--- src/rtl/axi_node_pkg.sv ---
// Shared types for the AXI node write-address path.
package axi_node_pkg;

  typedef enum logic [1:0] {
    OPERATIVE = 2'd0,
    ERR_DRAIN = 2'd1,
    ERR_REQ   = 2'd2,
    ERR_WAIT  = 2'd3
  } aw_dec_state_e;

endpackage

--- src/rtl/axi_aw_route_fifo.sv ---
// Synchronous FIFO of AW route entries; head steers the W channel.
module axi_aw_route_fifo #(
  parameter int unsigned DEPTH   = 8,
  parameter type         entry_t = logic
) (
  input  logic   clk,
  input  logic   rst_n,
  input  logic   push_i,
  input  entry_t entry_i,
  input  logic   pop_i,
  output entry_t head_o,
  output logic   full_o,
  output logic   empty_o
);

  localparam int unsigned PtrW = $clog2(DEPTH);

  logic [PtrW-1:0] r_wr_ptr;
  logic [PtrW-1:0] r_rd_ptr;
  logic [PtrW:0]   r_count;
  entry_t          r_mem [DEPTH];
  logic            w_push;
  logic            w_pop;

  assign full_o  = (r_count == (PtrW + 1)'(DEPTH));
  assign empty_o = (r_count == '0);
  assign head_o  = r_mem[r_rd_ptr];

  // A push into a full FIFO is only legal when the head leaves in the same cycle.
  assign w_pop  = pop_i & ~empty_o;
  assign w_push = push_i & (~full_o | w_pop);

  always_ff @(posedge clk or negedge rst_n) begin
    if (!rst_n) begin
      r_wr_ptr <= '0;
      r_rd_ptr <= '0;
      r_count  <= '0;
    end else begin
      if (w_push) r_wr_ptr <= r_wr_ptr + PtrW'(1);
      if (w_pop)  r_rd_ptr <= r_rd_ptr + PtrW'(1);
      if (w_push && !w_pop)      r_count <= r_count + (PtrW + 1)'(1);
      else if (!w_push && w_pop) r_count <= r_count - (PtrW + 1)'(1);
    end
  end

  always_ff @(posedge clk) begin
    if (w_push) r_mem[r_wr_ptr] <= entry_i;
  end

endmodule

--- src/rtl/axi_aw_route_decoder.sv ---
// AW address decoder/router for one target port; steers W bursts in AW order
// and sequences decode-error responses with the B-channel allocator.
module axi_aw_route_decoder
  import axi_node_pkg::*;
#(
  parameter int unsigned N_INIT_PORT = 1,
  parameter int unsigned N_REGION    = 2,
  parameter int unsigned ADDR_W      = 32,
  parameter int unsigned FIFO_DEPTH  = 8
) (
  input  logic                                   clk,
  input  logic                                   rst_n,
  input  logic                                   awvalid_i,
  input  logic [ADDR_W-1:0]                      awaddr_i,
  output logic                                   awready_o,
  output logic [N_INIT_PORT-1:0]                 awvalid_o,
  input  logic [N_INIT_PORT-1:0]                 awready_i,
  input  logic                                   wvalid_i,
  input  logic                                   wlast_i,
  output logic                                   wready_o,
  output logic [N_INIT_PORT-1:0]                 wvalid_o,
  input  logic [N_INIT_PORT-1:0]                 wready_i,
  input  logic [N_REGION*N_INIT_PORT*ADDR_W-1:0] START_ADDR_i,
  input  logic [N_REGION*N_INIT_PORT*ADDR_W-1:0] END_ADDR_i,
  input  logic [N_REGION*N_INIT_PORT-1:0]        enable_region_i,
  input  logic [N_INIT_PORT-1:0]                 connectivity_map_i,
  output logic                                   incr_req_o,
  input  logic                                   full_counter_i,
  input  logic                                   outstanding_trans_i,
  output logic                                   sample_awdata_info_o,
  output logic                                   error_req_o,
  input  logic                                   error_gnt_i
);

  typedef struct packed {
    logic                   err;
    logic [N_INIT_PORT-1:0] sel;
  } route_entry_t;

  aw_dec_state_e    r_state;
  logic             r_error_req;
  logic [N_INIT_PORT-1:0] w_hit;
  logic [N_INIT_PORT-1:0] w_sel;
  logic             w_dec_err;
  logic             w_aw_open;
  logic             w_awready;
  logic             w_wready;
  logic             w_pop;
  logic             w_fifo_full;
  logic             w_fifo_empty;
  route_entry_t     w_push_entry;
  route_entry_t     w_head;
  logic             w_unused;

  // Grant timing is owned by the allocator; this input is informational only.
  assign w_unused = outstanding_trans_i;

  always_comb begin
    w_hit = '0;
    for (int unsigned p = 0; p < N_INIT_PORT; p++) begin
      for (int unsigned r = 0; r < N_REGION; r++) begin
        if (enable_region_i[r*N_INIT_PORT+p] &&
            awaddr_i >= START_ADDR_i[(r*N_INIT_PORT+p)*ADDR_W +: ADDR_W] &&
            awaddr_i <= END_ADDR_i[(r*N_INIT_PORT+p)*ADDR_W +: ADDR_W]) begin
          w_hit[p] = w_hit[p] | connectivity_map_i[p];
        end
      end
    end
  end

  // Lowest-numbered initiator wins when regions overlap.
  always_comb begin
    w_sel = '0;
    for (int p = N_INIT_PORT - 1; p >= 0; p--) begin
      if (w_hit[p]) begin
        w_sel    = '0;
        w_sel[p] = 1'b1;
      end
    end
  end

  assign w_dec_err = ~|w_hit;
  assign w_aw_open = awvalid_i & (r_state == OPERATIVE) & ~w_fifo_full;
  assign w_awready = w_dec_err ? w_aw_open
                               : (w_aw_open & ~full_counter_i & |(awready_i & w_sel));

  assign awready_o            = w_awready;
  assign awvalid_o            = (w_aw_open & ~w_dec_err & ~full_counter_i) ? w_sel : '0;
  assign incr_req_o           = w_awready & ~w_dec_err;
  assign sample_awdata_info_o = w_awready & w_dec_err;

  assign w_push_entry.err = w_dec_err;
  assign w_push_entry.sel = w_sel;

  // Errored bursts are accepted and discarded so the target port never stalls.
  assign w_wready = ~w_fifo_empty & (w_head.err | |(wready_i & w_head.sel));
  assign wready_o = w_wready;
  assign wvalid_o = (~w_fifo_empty & ~w_head.err & wvalid_i) ? w_head.sel : '0;
  assign w_pop    = wvalid_i & w_wready & wlast_i;

  axi_aw_route_fifo #(
    .DEPTH   (FIFO_DEPTH),
    .entry_t (route_entry_t)
  ) u_fifo (
    .clk     (clk),
    .rst_n   (rst_n),
    .push_i  (w_awready),
    .entry_i (w_push_entry),
    .pop_i   (w_pop),
    .head_o  (w_head),
    .full_o  (w_fifo_full),
    .empty_o (w_fifo_empty)
  );

  assign error_req_o = r_error_req;

  always_ff @(posedge clk or negedge rst_n) begin
    if (!rst_n) begin
      r_state     <= OPERATIVE;
      r_error_req <= 1'b0;
    end else begin
      unique case (r_state)
        OPERATIVE: if (w_awready && w_dec_err) r_state <= ERR_DRAIN;
        ERR_DRAIN: begin
          if (w_pop && w_head.err) begin
            r_state     <= ERR_REQ;
            r_error_req <= 1'b1;
          end
        end
        ERR_REQ: begin
          if (error_gnt_i) begin
            r_state     <= ERR_WAIT;
            r_error_req <= 1'b0;
          end
        end
        // AW stays blocked so the sampled id/user hold while the error B is presented.
        ERR_WAIT: if (!error_gnt_i) r_state <= OPERATIVE;
        default: r_state <= OPERATIVE;
      endcase
    end
  end

endmodule

--- config.mk ---
export PLATFORM = sky130hd
export DESIGN_NAME = axi_aw_route_decoder
export DESIGN_NICKNAME = d
export VERILOG_FILES = /design/src/rtl/axi_node_pkg.sv /design/src/rtl/axi_aw_route_fifo.sv /design/src/rtl/axi_aw_route_decoder.sv
export SDC_FILE = /design/constraint.sdc
export NUM_CORES = 1
export LEC_CHECK = 0
export CORE_AREA = 2 2 101 103
export CTS_BUF_LIST = sky130_fd_sc_hd__clkbuf_4 sky130_fd_sc_hd__clkbuf_8
export CTS_CLUSTER_SIZE = 20
export DETAILED_ROUTE_END_ITERATION = 12
export DIE_AREA = 0 0 103 105
export PLACE_DENSITY = 0.85
export SLEW_MARGIN = 20
export SYNTH_ARGS = -nofsm -noshare
export SYNTH_HDL_FRONTEND = slang
export SYNTH_SLANG_ARGS = --single-unit
--- constraint.sdc ---
create_clock -name clk -period 6.7 [get_ports clk]
set_input_delay 1.34 -clock clk [delete_from_list [all_inputs] [get_ports clk]]
set_output_delay 1.34 -clock clk [all_outputs]
set_load 0.01 [all_outputs]
==> metrics.log, run 1 <==
[metrics] register clock-pin slew on the reported worst setup and hold paths: 70 ps
[metrics] Final Max Tran Viols: 0
[metrics] CP Class: input port to primary output
[metrics] flip-flop and latch area: 806 um2
[metrics] post-layout min period: 6240 ps
[metrics] Buffers & Inverters on Critical Path: 2
[metrics] Hold Violations, Final: 0
[metrics] number of cells on the worst hold path: 1
[metrics] Post-CTS Hold Fix Bufs: 0
[metrics] Post-Route Setup TNS: 0 ps
[metrics] number of gates resized after CTS: 0
[metrics] Synth Flop Type: sky130_fd_sc_hd__edfxtp_1
[metrics] number of clock sinks: 29
[metrics] Antenna Nets Post-Route: 0
[metrics] power share of the clock group: 13.1%
[metrics] clock insertion delay at the later pin of the skew report: 280 ps
[metrics] RSZ-0062 raised after global routing: false
[metrics] Cell Chain, Critical Path: clkdlybuf4s50_1 > ha_1 > and4_1 > or4b_1 > a311oi_1 > o211ai_1 > o31ai_4 > nand2_1 > nor3_1 > clkdlybuf4s50_1
[metrics] register bit count reported by yosys: 29
[metrics] Clock Skews: 4.46 ps
[metrics] part of the Yosys area used for sequential elements: 16.9%
[metrics] vias in the first global route: 5067
[metrics] synth warn: 0
[metrics] final estimated routing congestion in global placement: 0.937
[metrics] area of combinational cells with multiple inputs: 3440 um2
[metrics] Worst Path Max Fanout: 11
[metrics] Congestion Overflow GR: 0
[metrics] worst endpoint required time: 5360 ps
[metrics] initial cell density of the core: 49.5%
[metrics] net load switching power: 411 uW
[metrics] antenna diode instance count: 0
[metrics] instance area at placement: 6700 um2
[metrics] area of the die: 10800 um2
[metrics] start point of the worst hold path: u_fifo.r_count[3]$_DFFE_PN0P_
[metrics] critical path endpoint category: primary output
[metrics] MaxCap Viol Count: 0
[metrics] number of instances in the synthesized netlist: 566
[metrics] maximum number of pins on one net before global-route repair: 14
[metrics] run status: complete, no violations
[metrics] number of inserted filler cells in the final layout: 787
[metrics] library cells used by synthesis: 55
[metrics] Post-CTS Setup Repair Bufs: 0
[metrics] Iteration-0 DRC Markers: 160
[metrics] Async S/R FF share, synth: 44.8%
[metrics] aggregate global-route resource usage: 25.6%
[metrics] DP Wirelength: 12200 um
[metrics] final routed DRC violation total: 0
[metrics] I/O pin total: 180
[metrics] net count after synthesis: 878
[metrics] placement row count: 36
[metrics] width of the die: 103 um
[metrics] slew at the pin with the worst max-slew slack: 619 ps
[metrics] end of the worst hold path: u_fifo.r_count[3]$_DFFE_PN0P_
[metrics] FMAX: 0.160 GHz
[metrics] CTS tree: done
[metrics] r2r endpoint: u_fifo.r_count[3]$_DFFE_PN0P_
[metrics] cell seen most often among critical-path stages: sky130_fd_sc_hd__clkdlybuf4s50_1
[metrics] Flop pwr share: 29.1%
[metrics] crit-path leading delay family: simple AND/OR/NAND/NOR gates
[metrics] area growth from synthesis to layout: 42.1%
[metrics] via density per instance: 5.41
[metrics] Floorplan Core Area: 9640 um2
[metrics] peak supply drop: 145 uV
[metrics] cell leakage power: 0.00341 uW
[metrics] worst-path cell with the longest stage delay: sky130_fd_sc_hd__clkdlybuf4s50_1
[metrics] routed wire length: 13500 um
[metrics] Bufs on Longest Clock Path: 2
[metrics] count of nets after finishing: 1060
[metrics] CP arrival: 4900 ps
[metrics] number of cells on the worst reg-to-reg path: 13
[metrics] total CTS buffers: 5
[metrics] count of endpoints failing setup in the final report: 0
[metrics] Max H-tree Level: 2
[metrics] critical register-to-register path startpoint: u_fifo.r_rd_ptr[0]$_DFFE_PN0P_
[metrics] fraction of final layout cells with drive strength greater than 1: 2.94%
[metrics] worst slew margin relative to its limit: 58.6%
[metrics] power share of the combinational group: 57.9%
[metrics] largest stage delay on the critical path: 580 ps
[metrics] Pre-antenna DRT Iters: 4
[metrics] most common library cell in the layout ignoring fill and taps: sky130_fd_sc_hd__clkdlybuf4s50_1
[metrics] crit share post-route: 93.1%
[metrics] port bufs: 178
[metrics] cell area power density: 156 nW/um2
[metrics] element type at the critical path start: input port
[metrics] height of the die: 105 um
[metrics] detailed-route via count: 4770
[metrics] Register-to-Register Setup Slack: 3490 ps
[metrics] antenna violations before repair: 0
[metrics] Hold/Removal Path Class: flip-flop to flip-flop
[metrics] proportion of total power due to net switching: 38.9%
[metrics] internal power of the cells: 647 uW
[metrics] mean instance size in the synthesized netlist: 8.43 um2
[metrics] number of enable flip-flop cells after synthesis: 16
[metrics] Netlist Area Pre-Place: 4770 um2
[metrics] wire length per cell: 15.3 um
[metrics] final standard cell area without fillers: 6780 um2
[metrics] global-route wire length before repair: 22300 um
[metrics] root cell of the clock tree: sky130_fd_sc_hd__clkbuf_8
[metrics] most frequent cells in the layout: sky130_fd_sc_hd__clkdlybuf4s50_1 (178), sky130_fd_sc_hd__ha_1 (138), sky130_fd_sc_hd__inv_1 (135), sky130_fd_sc_hd__a21oi_1 (53), sky130_fd_sc_hd__nand2_1 (35)
## kinds of logic (layout without fill, tap and decap cells)
logic type | Yosys count | after routing | share of synthesized area, %
adders and majority gates | 139 | 139 | 36.6
buffers and inverters | 138 | 321 | 11.1
and+or+nand+nor | 122 | 122 | 14.2
AOI/OAI and AO/OA | 121 | 121 | 16.6
DFF | 29 | 29 | 16.9
muxes | 9 | 9 | 3.07
xor gates and xnor gates | 8 | 8 | 1.47
## sequential cells by signal, indices dropped and copies added, names as in the netlist
| name | cells |
|---|---|
| u_fifo.r_count | 4 |
| u_fifo.r_wr_ptr | 3 |
| u_fifo.r_rd_ptr | 3 |
| u_fifo.r_mem | 16 |
| error_req_o | 1 |
| r_state | 2 |
## worst register-to-register path: cells and delay by family (launching register included)
family                     cells  cell delay (ps)
xor gates and xnor gates       2              270
muxes                          2              840
buffers and inverters          2              180
adders and majority gates      2              470
and+or+nand+nor                2              210
DFF                            1              540
AOI/OAI and AO/OA              3              570
## final cells by class
type,count,area share [%]
clock inverters,3,0.240
well taps,133,2.45
inverters,135,7.47
flip-flops and latches,29,11.9
clock buffers,5,1.01
repair buffers,178,26.3
multi-input cells,399,50.7
## worst max path at each step
stage,depth (start not counted),endpoint,slack (ps),from
4_1_cts,12,awvalid_o,450,awaddr_i[0]
3_5_place_dp,12,awvalid_o,440,awaddr_i[0]
3_3_place_gp,12,incr_req_o,550,awaddr_i[0]
5_1_grt,10,awvalid_o,280,awaddr_i[29]
2_1_floorplan,10,incr_req_o,1910,awaddr_i[0]
6_report,10,awvalid_o,460,awaddr_i[9]
## power by group through the flow
stage,Sequential (uW),Clock [uW],Combinational (uW)
6_report,308,138,612
4_1_cts,308,141,614
2_1_floorplan,286,0,391
3_3_place_gp,302,0,569
3_5_place_dp,311,0,610
5_1_grt,319,148,688
## Yosys cell counts (4+ instances only)
cell type,n,area share (%)
sky130_fd_sc_hd__ha_1,138,36
sky130_fd_sc_hd__mux4_2,4,1.9
sky130_fd_sc_hd__edfxtp_1,16,10
sky130_fd_sc_hd__nor2_1,14,1.1
sky130_fd_sc_hd__dfrtp_1,13,6.8
sky130_fd_sc_hd__and4_1,7,1.3
sky130_fd_sc_hd__xor2_1,4,0.73
sky130_fd_sc_hd__o21ai_0,20,2.1
sky130_fd_sc_hd__mux2_2,5,1.2
sky130_fd_sc_hd__nand3_1,14,1.5
sky130_fd_sc_hd__a21oi_1,53,5.6
sky130_fd_sc_hd__xnor2_1,4,0.73
sky130_fd_sc_hd__a221o_1,4,0.84
sky130_fd_sc_hd__nor4_1,6,0.79
sky130_fd_sc_hd__nor3_1,4,0.42
sky130_fd_sc_hd__nand2_1,35,2.8
sky130_fd_sc_hd__a21o_1,10,1.6
sky130_fd_sc_hd__a221oi_1,5,0.92
sky130_fd_sc_hd__nand2b_1,4,0.52
sky130_fd_sc_hd__inv_1,135,11
sky130_fd_sc_hd__nand4_1,19,2.5
## through the flow
stage	hold WS (ps)	worst slack, ps	util (%)	total power [uW]	std cells
2_1_floorplan	464	1910	-	677	566
3_3_place_gp	478	555	69.5	871	874
4_1_cts	504	446	70.4	1060	882
5_1_grt	530	282	70.4	1160	882
3_5_place_dp	491	444	69.5	922	874
6_report	510	462	70.4	1060	882
## routing by layer
layer	share of wire [%]	global-route usage (%)	wire (um)
met3	6.0	3.95	811
met5	0	0	0
met4	2.4	7.14	322
met1	39	29.3	5280
met2	53	47.9	7100
Power figures use the tool's default switching activity.
==> inputs of run 2 (changes only) <==
--- a/config.mk
+++ b/config.mk
@@ -5,12 +5,13 @@
 export SDC_FILE = /design/constraint.sdc
 export NUM_CORES = 1
 export LEC_CHECK = 0
-export CORE_AREA = 2 2 101 103
+export ABC_AREA = 1
+export CORE_AREA = 2 2 104 106
 export CTS_BUF_LIST = sky130_fd_sc_hd__clkbuf_4 sky130_fd_sc_hd__clkbuf_8
 export CTS_CLUSTER_SIZE = 20
 export DETAILED_ROUTE_END_ITERATION = 12
-export DIE_AREA = 0 0 103 105
-export PLACE_DENSITY = 0.85
+export DIE_AREA = 0 0 106 108
+export PLACE_DENSITY = 0.83
 export SLEW_MARGIN = 20
 export SYNTH_ARGS = -nofsm -noshare
 export SYNTH_HDL_FRONTEND = slang
==> run 2 against run 1 <==
Count of clock-buffer cells in the layout stayed put; register-to-register slack better by 100 ps; fmax up 16%; total power rose by 5.8%; combinational power grew 12%; critical path type unchanged.
==> metrics.log, run 2 <==
[metrics] library cells used by synthesis: 36 (-35%)
[metrics] r2r endpoint: u_fifo.r_count[3]$_DFFE_PN0P_
[metrics] register clock-pin slew on the reported worst setup and hold paths: 60 ps (about the same)
[metrics] Iteration-0 DRC Markers: 144 (-10%)
[metrics] top register by number of flip-flops: u_fifo.r_mem
[metrics] initial cell density of the core: 49.3% (-0.21 points)
[metrics] CP arrival: 4020 ps (-880 ps)
[metrics] Register-to-Register Setup Slack: 3590 ps (+100 ps)
[metrics] CP Class: input port to primary output
[metrics] most common cell in the synthesized netlist: sky130_fd_sc_hd__inv_1
[metrics] register bit count reported by yosys: 29 (unchanged)
[metrics] peak supply drop: 128 uV (-12%)
[metrics] most common library cell in the layout ignoring fill and taps: sky130_fd_sc_hd__clkdlybuf4s50_1
[metrics] FMAX: 0.187 GHz (+16%)
[metrics] run status: complete, no violations
[metrics] Async S/R FF share, synth: 44.8% (unchanged)
[metrics] number of gates resized after CTS: 0 (unchanged)
[metrics] number of enable flip-flop cells after synthesis: 16 (unchanged)
[metrics] CTS tree: done
[metrics] Pre-antenna DRT Iters: 6 (+2)
[metrics] DP Wirelength: 11000 um (-9.1%)
[metrics] element type at the critical path start: input port
[metrics] area of combinational cells with multiple inputs: 3570 um2 (+3.9%)
[metrics] area growth from synthesis to layout: 40.1%
[metrics] final estimated routing congestion in global placement: 0.873 (-6.9%)
[metrics] count of nets after finishing: 1218 (+15%)
[metrics] critical register-to-register path startpoint: u_fifo.r_rd_ptr[0]$_DFFE_PN0P_
[metrics] Bufs on Longest Clock Path: 2 (unchanged)
[metrics] Post-CTS Hold Fix Bufs: 0 (unchanged)
[metrics] MaxCap Viol Count: 0 (unchanged)
[metrics] placement row count: 37 (+2.8%)
[metrics] vias in the first global route: 4733 (-6.6%)
[metrics] area of the die: 11400 um2 (+5.9%)
[metrics] slew at the pin with the worst max-slew slack: 643 ps (+24.2 ps)
[metrics] number of standard cells in the final layout excluding fillers: 1043 (+18%)
[metrics] flip-flop and latch area: 806 um2 (unchanged)
[metrics] I/O pin total: 180 (unchanged)
[metrics] Synth top area share: 34.2% (-1.9 points)
[metrics] port bufs: 178 (unchanged)
[metrics] cell leakage power: 0.00386 uW (+13%)
[metrics] cell area power density: 158 nW/um2 (+1.6%)
[metrics] cell type with the largest total area after synthesis: sky130_fd_sc_hd__ha_1
[metrics] Total Power Consumption: 1120 uW (+5.8%)
[metrics] height of the die: 108 um (+2.9%)
[metrics] Floorplan Core Area: 10200 um2 (+6.1%)
[metrics] net count after synthesis: 1035 (+18%)
[metrics] critical path endpoint category: primary output
[metrics] number of cells on the worst reg-to-reg path: 15 (+2)
[metrics] Congestion Overflow GR: 0 (unchanged)
[metrics] start point of the worst hold path: u_fifo.r_count[3]$_DFFE_PN0P_
[metrics] Post-Route Setup TNS: 0 ps (unchanged)
[metrics] flip-flop count of the largest register after layout: 16 (unchanged)
[metrics] largest registers: u_fifo.r_mem x16, u_fifo.r_count x4
[metrics] fraction of final layout cells with drive strength greater than 1: 3.53% (+0.59 points)
[metrics] root cell of the clock tree: sky130_fd_sc_hd__clkbuf_8
[metrics] Synth Flop Type: sky130_fd_sc_hd__edfxtp_1
[metrics] final routed DRC violation total: 0 (unchanged)
[metrics] Hold/Removal Path Class: flip-flop to flip-flop
[metrics] global-route wire length before repair: 20700 um (-7.1%)
[metrics] worst endpoint required time: 5360 ps (about the same)
[metrics] most frequent cells in the layout: sky130_fd_sc_hd__clkdlybuf4s50_1 (178), sky130_fd_sc_hd__inv_1 (172), sky130_fd_sc_hd__nand2_1 (170), sky130_fd_sc_hd__ha_1 (138), sky130_fd_sc_hd__nor2_1 (67)
[metrics] clock insertion delay at the later pin of the skew report: 280 ps (about the same)
[metrics] aggregate global-route resource usage: 22.1% (-3.4 points)
[metrics] wire length per cell: 12.0 um (-22%)
[metrics] Netlist Area Pre-Place: 5040 um2 (+5.7%)
[metrics] Clock Skews: 5.63 ps (+1.17 ps)
[metrics] number of inserted filler cells in the final layout: 843 (+7.1%)
[metrics] mean instance size in the synthesized netlist: 6.97 um2 (-17%)
[metrics] antenna violations before repair: 0 (unchanged)
[metrics] number of cells on the worst hold path: 1 (unchanged)
[metrics] post-layout min period: 5360 ps (-881 ps)
[metrics] Hold Violations, Final: 0 (unchanged)
[metrics] synth cell count leaders: sky130_fd_sc_hd__inv_1 (172), sky130_fd_sc_hd__nand2_1 (170), sky130_fd_sc_hd__ha_1 (138)
[metrics] routed wire length: 12500 um (-7.7%)
[metrics] RSZ-0062 raised after global routing: false
[metrics] via density per instance: 4.68 (-14%)
[metrics] end of the worst hold path: u_fifo.r_count[3]$_DFFE_PN0P_
[metrics] detailed-route via count: 4877 (+2.2%)
[metrics] number of clock sinks: 29 (unchanged)
[metrics] part of the Yosys area used for sequential elements: 16.0% (-0.91 points)
[metrics] Final Max Tran Viols: 0 (unchanged)
[metrics] Inst Count DP: 1035 (+18%)
[metrics] top area cells in the synthesized netlist: sky130_fd_sc_hd__ha_1 (34%), sky130_fd_sc_hd__inv_1 (13%), sky130_fd_sc_hd__nand2_1 (13%)
[metrics] count of endpoints failing setup in the final report: 0 (unchanged)
[metrics] synth warn: 0 (unchanged)
[metrics] maximum number of pins on one net before global-route repair: 14 (unchanged)
[metrics] total CTS buffers: 5 (unchanged)
[metrics] Antenna Nets Post-Route: 0 (unchanged)
[metrics] worst slew margin relative to its limit: 57.0% (-1.6 points)
[metrics] Worst Path Max Fanout: 12 (+1)
[metrics] width of the die: 106 um (+2.9%)
[metrics] antenna diode instance count: 0 (unchanged)
[metrics] number of instances in the synthesized netlist: 723 (+28%)
[metrics] crit share post-route: 80.0% (-13 points)
[metrics] Post-CTS Setup Repair Bufs: 0 (unchanged)
[metrics] Max H-tree Level: 2 (unchanged)
## run 2: cell count changes in the layout (fill, tap and decap cells not counted), moves of 5 or more
cell | before | now
sky130_fd_sc_hd__a21o_1 | 10 | 5
sky130_fd_sc_hd__nor2_1 | 14 | 67
sky130_fd_sc_hd__o21ai_0 | 20 | 15
sky130_fd_sc_hd__nand2_1 | 35 | 170
sky130_fd_sc_hd__a221oi_1 | 5 | 0
sky130_fd_sc_hd__nand4_1 | 19 | 8
sky130_fd_sc_hd__and4_1 | 7 | 0
sky130_fd_sc_hd__nand3_1 | 14 | 9
sky130_fd_sc_hd__nand2_2 | 0 | 6
sky130_fd_sc_hd__inv_1 | 135 | 172
sky130_fd_sc_hd__nor4_1 | 6 | 0
sky130_fd_sc_hd__mux2_2 | 5 | 0
## run 2: how the worst max path moves through the flow
| stage | slack [ps] | end | start | cells after the start |
|---|---|---|---|---|
| CTS | 1320 | awvalid_o | awaddr_i[7] | 15 |
| floorplan | 2630 | awvalid_o | START_ADDR_i[15] | 14 |
| global route | 1030 | awvalid_o | awaddr_i[7] | 15 |
| detailed placement | 1320 | awvalid_o | awaddr_i[7] | 15 |
| global placement | 1340 | awvalid_o | awaddr_i[7] | 15 |
| finish | 1340 | awvalid_o | awaddr_i[7] | 15 |
## run 2: logic make-up after synthesis
family | synth area share, %
and+or+nand+nor | 24.0
xor gates and xnor gates | 0.869
muxes | 0.199
DFF | 16.0
adders and majority gates | 34.6
buffers and inverters | 13.3
AOI/OAI and AO/OA | 11.1
## run 2: report_power, final
part / internal, uW / switching (uW)
Clock: 71.5 / 68.6
Combinational: 333 / 351
Sequential: 240 / 54.7
Total: 645 / 474
## run 2: layout make-up
type	instances	area share (%)
clock buffers	5	0.974
repair buffers	178	25.2
multi-input cells	519	50.5
clock inverters	3	0.248
flip-flops and latches	29	11.4
well taps	136	2.41
inverters	173	9.23
## run 2: worst max-delay path, stage by stage
cell	delay (ps)
sky130_fd_sc_hd__clkdlybuf4s50_1	500
sky130_fd_sc_hd__ha_1	340
sky130_fd_sc_hd__nand2_1	70
sky130_fd_sc_hd__nor2_1	180
sky130_fd_sc_hd__nand2_1	90
sky130_fd_sc_hd__nor2_1	90
sky130_fd_sc_hd__nor2_1	50
sky130_fd_sc_hd__nand2_1	100
sky130_fd_sc_hd__nand2_1	60
sky130_fd_sc_hd__a21boi_1	150
sky130_fd_sc_hd__nand2_1	100
sky130_fd_sc_hd__nand2_2	90
sky130_fd_sc_hd__nand2_4	120
sky130_fd_sc_hd__nor3_1	160
sky130_fd_sc_hd__clkdlybuf4s50_1	570
## run 2: layer usage
layer / track usage (%) / vias to the layer above / wire length [um]
met3: 4.04 / 20 / 687
met4: 5.08 / 0 / 272
li1: - / 2664 / -
met5: 0 / - / 0
met2: 40.9 / 124 / 5900
met1: 26.7 / 2069 / 5620
## run 2: per-stage QoR
step	setup WS (ps)	cell area, um2	hold slack, ps	util (%)
detailed placement	1320	6980	479	68.2
global placement	1340	6980	478	68.2
finish	1340	7060	491	69.0
global route	1030	7060	514	69.0
floorplan	2630	5040	464	-
CTS	1320	7060	493	69.0
==> inputs of run 3 (changes only) <==
--- a/config.mk
+++ b/config.mk
@@ -6,12 +6,12 @@
 export NUM_CORES = 1
 export LEC_CHECK = 0
 export ABC_AREA = 1
-export CORE_AREA = 2 2 104 106
+export CORE_AREA = 2 2 107 109
 export CTS_BUF_LIST = sky130_fd_sc_hd__clkbuf_4 sky130_fd_sc_hd__clkbuf_8
 export CTS_CLUSTER_SIZE = 20
 export DETAILED_ROUTE_END_ITERATION = 12
-export DIE_AREA = 0 0 106 108
-export PLACE_DENSITY = 0.83
+export DIE_AREA = 0 0 109 111
+export PLACE_DENSITY = 0.79
 export SLEW_MARGIN = 20
 export SYNTH_ARGS = -nofsm -noshare
 export SYNTH_HDL_FRONTEND = slang
==> constraint.sdc (replaced) <==
create_clock -name clk -period 5.6 [get_ports clk]
set_input_delay 1.12 -clock clk [delete_from_list [all_inputs] [get_ports clk]]
set_output_delay 1.12 -clock clk [all_outputs]
set_load 0.01 [all_outputs]
==> run 3 against run 2 <==
Combinational power up 18%; flip-flop and latch count unchanged; count of clock-buffer cells in the layout unchanged; non-clock buffer count unchanged; critical endpoint unchanged.
==> metrics.log, run 3 (same netlist as run 2, synthesis figures left out) <==
[metrics] most common library cell in the layout ignoring fill and taps: sky130_fd_sc_hd__clkdlybuf4s50_1
[metrics] start point of the worst hold path: u_fifo.r_count[3]$_DFFE_PN0P_
[metrics] CP Class: input port to primary output
[metrics] number of gates resized after CTS: 0 (unchanged)
[metrics] port bufs: 178 (unchanged)
[metrics] maximum number of pins on one net before global-route repair: 14 (unchanged)
[metrics] count of endpoints failing setup in the final report: 0 (unchanged)
[metrics] post-layout min period: 4820 ps
[metrics] CTS tree: done
[metrics] Critical Path Source: awaddr_i[31]
[metrics] critical path endpoint category: primary output
[metrics] area of the die: 12100 um2 (+5.7%)
[metrics] RSZ-0062 raised after global routing: false
[metrics] MaxCap Viol Count: 0 (unchanged)
[metrics] final core utilization: 63.9% (-5.2 points)
[metrics] initial cell density of the core: 45.5% (-3.8 points)
[metrics] instance area at placement: 6990 um2 (+0.13%)
[metrics] Post-Route Setup TNS: 0 ps (unchanged)
[metrics] total CTS buffers: 5 (unchanged)
[metrics] Max H-tree Level: 2 (unchanged)
[metrics] cell leakage power: 0.00386 uW (unchanged)
[metrics] final standard cell area without fillers: 7070 um2 (+0.12%)
[metrics] crit share post-route: 86.1%
[metrics] Congestion Overflow GR: 0 (unchanged)
[metrics] CP arrival: 3700 ps (-320 ps)
[metrics] final estimated routing congestion in global placement: 0.831 (-4.8%)
[metrics] flip-flop count of the largest register after layout: 16 (unchanged)
[metrics] clock insertion delay at the later pin of the skew report: 290 ps (about the same)
[metrics] DP Wirelength: 11000 um (-0.13%)
[metrics] number of clock sinks: 29 (unchanged)
[metrics] Final Max Tran Viols: 0 (unchanged)
[metrics] Clock Skews: 8.05 ps (+2.42 ps)
[metrics] Hold/Removal Path Class: flip-flop to flip-flop
[metrics] area growth from synthesis to layout: 40.3%
[metrics] Register-to-Register Setup Slack: 2650 ps (-940 ps)
[metrics] wire length per cell: 11.7 um (-2.5%)
[metrics] detailed-route via count: 4851 (-0.53%)
[metrics] placement row count: 39 (+5.4%)
[metrics] count of nets after finishing: 1218 (unchanged)
[metrics] largest registers: u_fifo.r_mem x16, u_fifo.r_count x4
[metrics] critical register-to-register path startpoint: u_fifo.r_rd_ptr[0]$_DFFE_PN0P_
[metrics] Antenna Nets Post-Route: 0 (unchanged)
[metrics] Worst Path Max Fanout: 12 (unchanged)
[metrics] Floorplan Core Area: 11100 um2 (+8.3%)
[metrics] cell area power density: 188 nW/um2 (+19%)
[metrics] worst slew margin relative to its limit: 58.0% (+0.93 points)
[metrics] Worst Setup Slack post-DPL: 764 ps (-558 ps)
[metrics] peak supply drop: 143 uV (+11%)
[metrics] most frequent cells in the layout: sky130_fd_sc_hd__clkdlybuf4s50_1 (178), sky130_fd_sc_hd__inv_1 (172), sky130_fd_sc_hd__nand2_1 (170), sky130_fd_sc_hd__ha_1 (138), sky130_fd_sc_hd__nor2_1 (67)
[metrics] routed wire length: 12200 um (-1.8%)
[metrics] height of the die: 111 um (+2.8%)
[metrics] final routed DRC violation total: 0 (unchanged)
[metrics] via density per instance: 4.62 (-1.2%)
[metrics] element type at the critical path start: input port
[metrics] root cell of the clock tree: sky130_fd_sc_hd__clkbuf_8
[metrics] worst endpoint required time: 4480 ps (-880 ps)
[metrics] Post-CTS Hold Fix Bufs: 0 (unchanged)
[metrics] top register by number of flip-flops: u_fifo.r_mem
[metrics] Hold Violations, Final: 0 (unchanged)
[metrics] run status: complete, no violations
[metrics] fraction of final layout cells with drive strength greater than 1: 3.53% (unchanged)
[metrics] vias in the first global route: 4871 (+2.9%)
[metrics] I/O pin total: 180 (unchanged)
[metrics] Iteration-0 DRC Markers: 137 (-4.9%)
[metrics] antenna diode instance count: 0 (unchanged)
[metrics] width of the die: 109 um (+2.8%)
[metrics] smallest setup slack after layout: 777 ps (-565 ps)
[metrics] antenna violations before repair: 0 (unchanged)
[metrics] FMAX: 0.207 GHz
[metrics] Pre-antenna DRT Iters: 4 (-2)
[metrics] aggregate global-route resource usage: 21.1% (-1.1 points)
[metrics] number of inserted filler cells in the final layout: 1009 (+20%)
[metrics] register clock-pin slew on the reported worst setup and hold paths: 70 ps (about the same)
[metrics] slew at the pin with the worst max-slew slack: 629 ps (-14.0 ps)
[metrics] Post-CTS Setup Repair Bufs: 0 (unchanged)
[metrics] global-route wire length before repair: 20700 um (-0.20%)
[metrics] Total Power Consumption: 1330 uW (+19%)
[metrics] Bufs on Longest Clock Path: 2 (unchanged)
==> run 3: layer usage <==
layer	part of all wire, %	vias to the layer above	global-route usage (%)
met5	0	-	0
met4	1.6	0	4.44
met2	48	128	38.3
met3	5.5	14	3.53
li1	-	2656	-
met1	45	2053	25.6
==> run 3: path summary, 6_finish.rpt <==
check | end | cells past startpoint
worst max-delay path | awvalid_o | 13
worst min-delay path | u_fifo.r_count[3]$_DFFE_PN0P_ | 1
worst max register to register | u_fifo.r_count[3]$_DFFE_PN0P_ | 14
worst min register to register | u_fifo.r_count[3]$_DFFE_PN0P_ | 1
max in group asynchronous | u_fifo.r_count[2]$_DFFE_PN0P_ | 1
min in group asynchronous | u_fifo.r_rd_ptr[1]$_DFFE_PN0P_ | 1
==> run 3: metrics by stage <==
stage	hold slack (ps)	std cells
after floorplan	464	723
after global placement	485	1042
after detailed placement	490	1042
after CTS	507	1050
after global routing	522	1050
final	505	1050
==> run 3: area by class of cell <==
cell class              count  area (um2)  share of cell area [%]
flip-flops and latches     29         806                    11.4
inverters                 173         652                    9.22
repair buffers            178        1780                    25.2
multi-input cells         519        3570                    50.5
clock buffers               5        68.8                   0.973
clock inverters             3        17.5                   0.248
well taps                 143         179                    2.53
==> run 3: where the power goes <==
| group | leakage [uW] | switching (uW) | internal, uW |
|---|---|---|---|
| clock | 0.0000439 | 82.9 | 85.5 |
| sequential | 0.000299 | 67.6 | 288 |
| combinational | 0.00352 | 410 | 397 |
| total | 0.00386 | 561 | 770 |
==> run 3: critical path, cell delays in order <==
cell                              delay, ps
sky130_fd_sc_hd__clkdlybuf4s50_1        490
sky130_fd_sc_hd__ha_1                   330
sky130_fd_sc_hd__nand2_1                 70
sky130_fd_sc_hd__nor2_1                 190
sky130_fd_sc_hd__nand4_1                150
sky130_fd_sc_hd__nor2_1                 180
sky130_fd_sc_hd__nand2_1                 80
sky130_fd_sc_hd__a21boi_1               120
sky130_fd_sc_hd__nand2_1                 80
sky130_fd_sc_hd__nand2_2                 80
sky130_fd_sc_hd__nand2_4                120
sky130_fd_sc_hd__nor3_1                 150
sky130_fd_sc_hd__clkdlybuf4s50_1        560
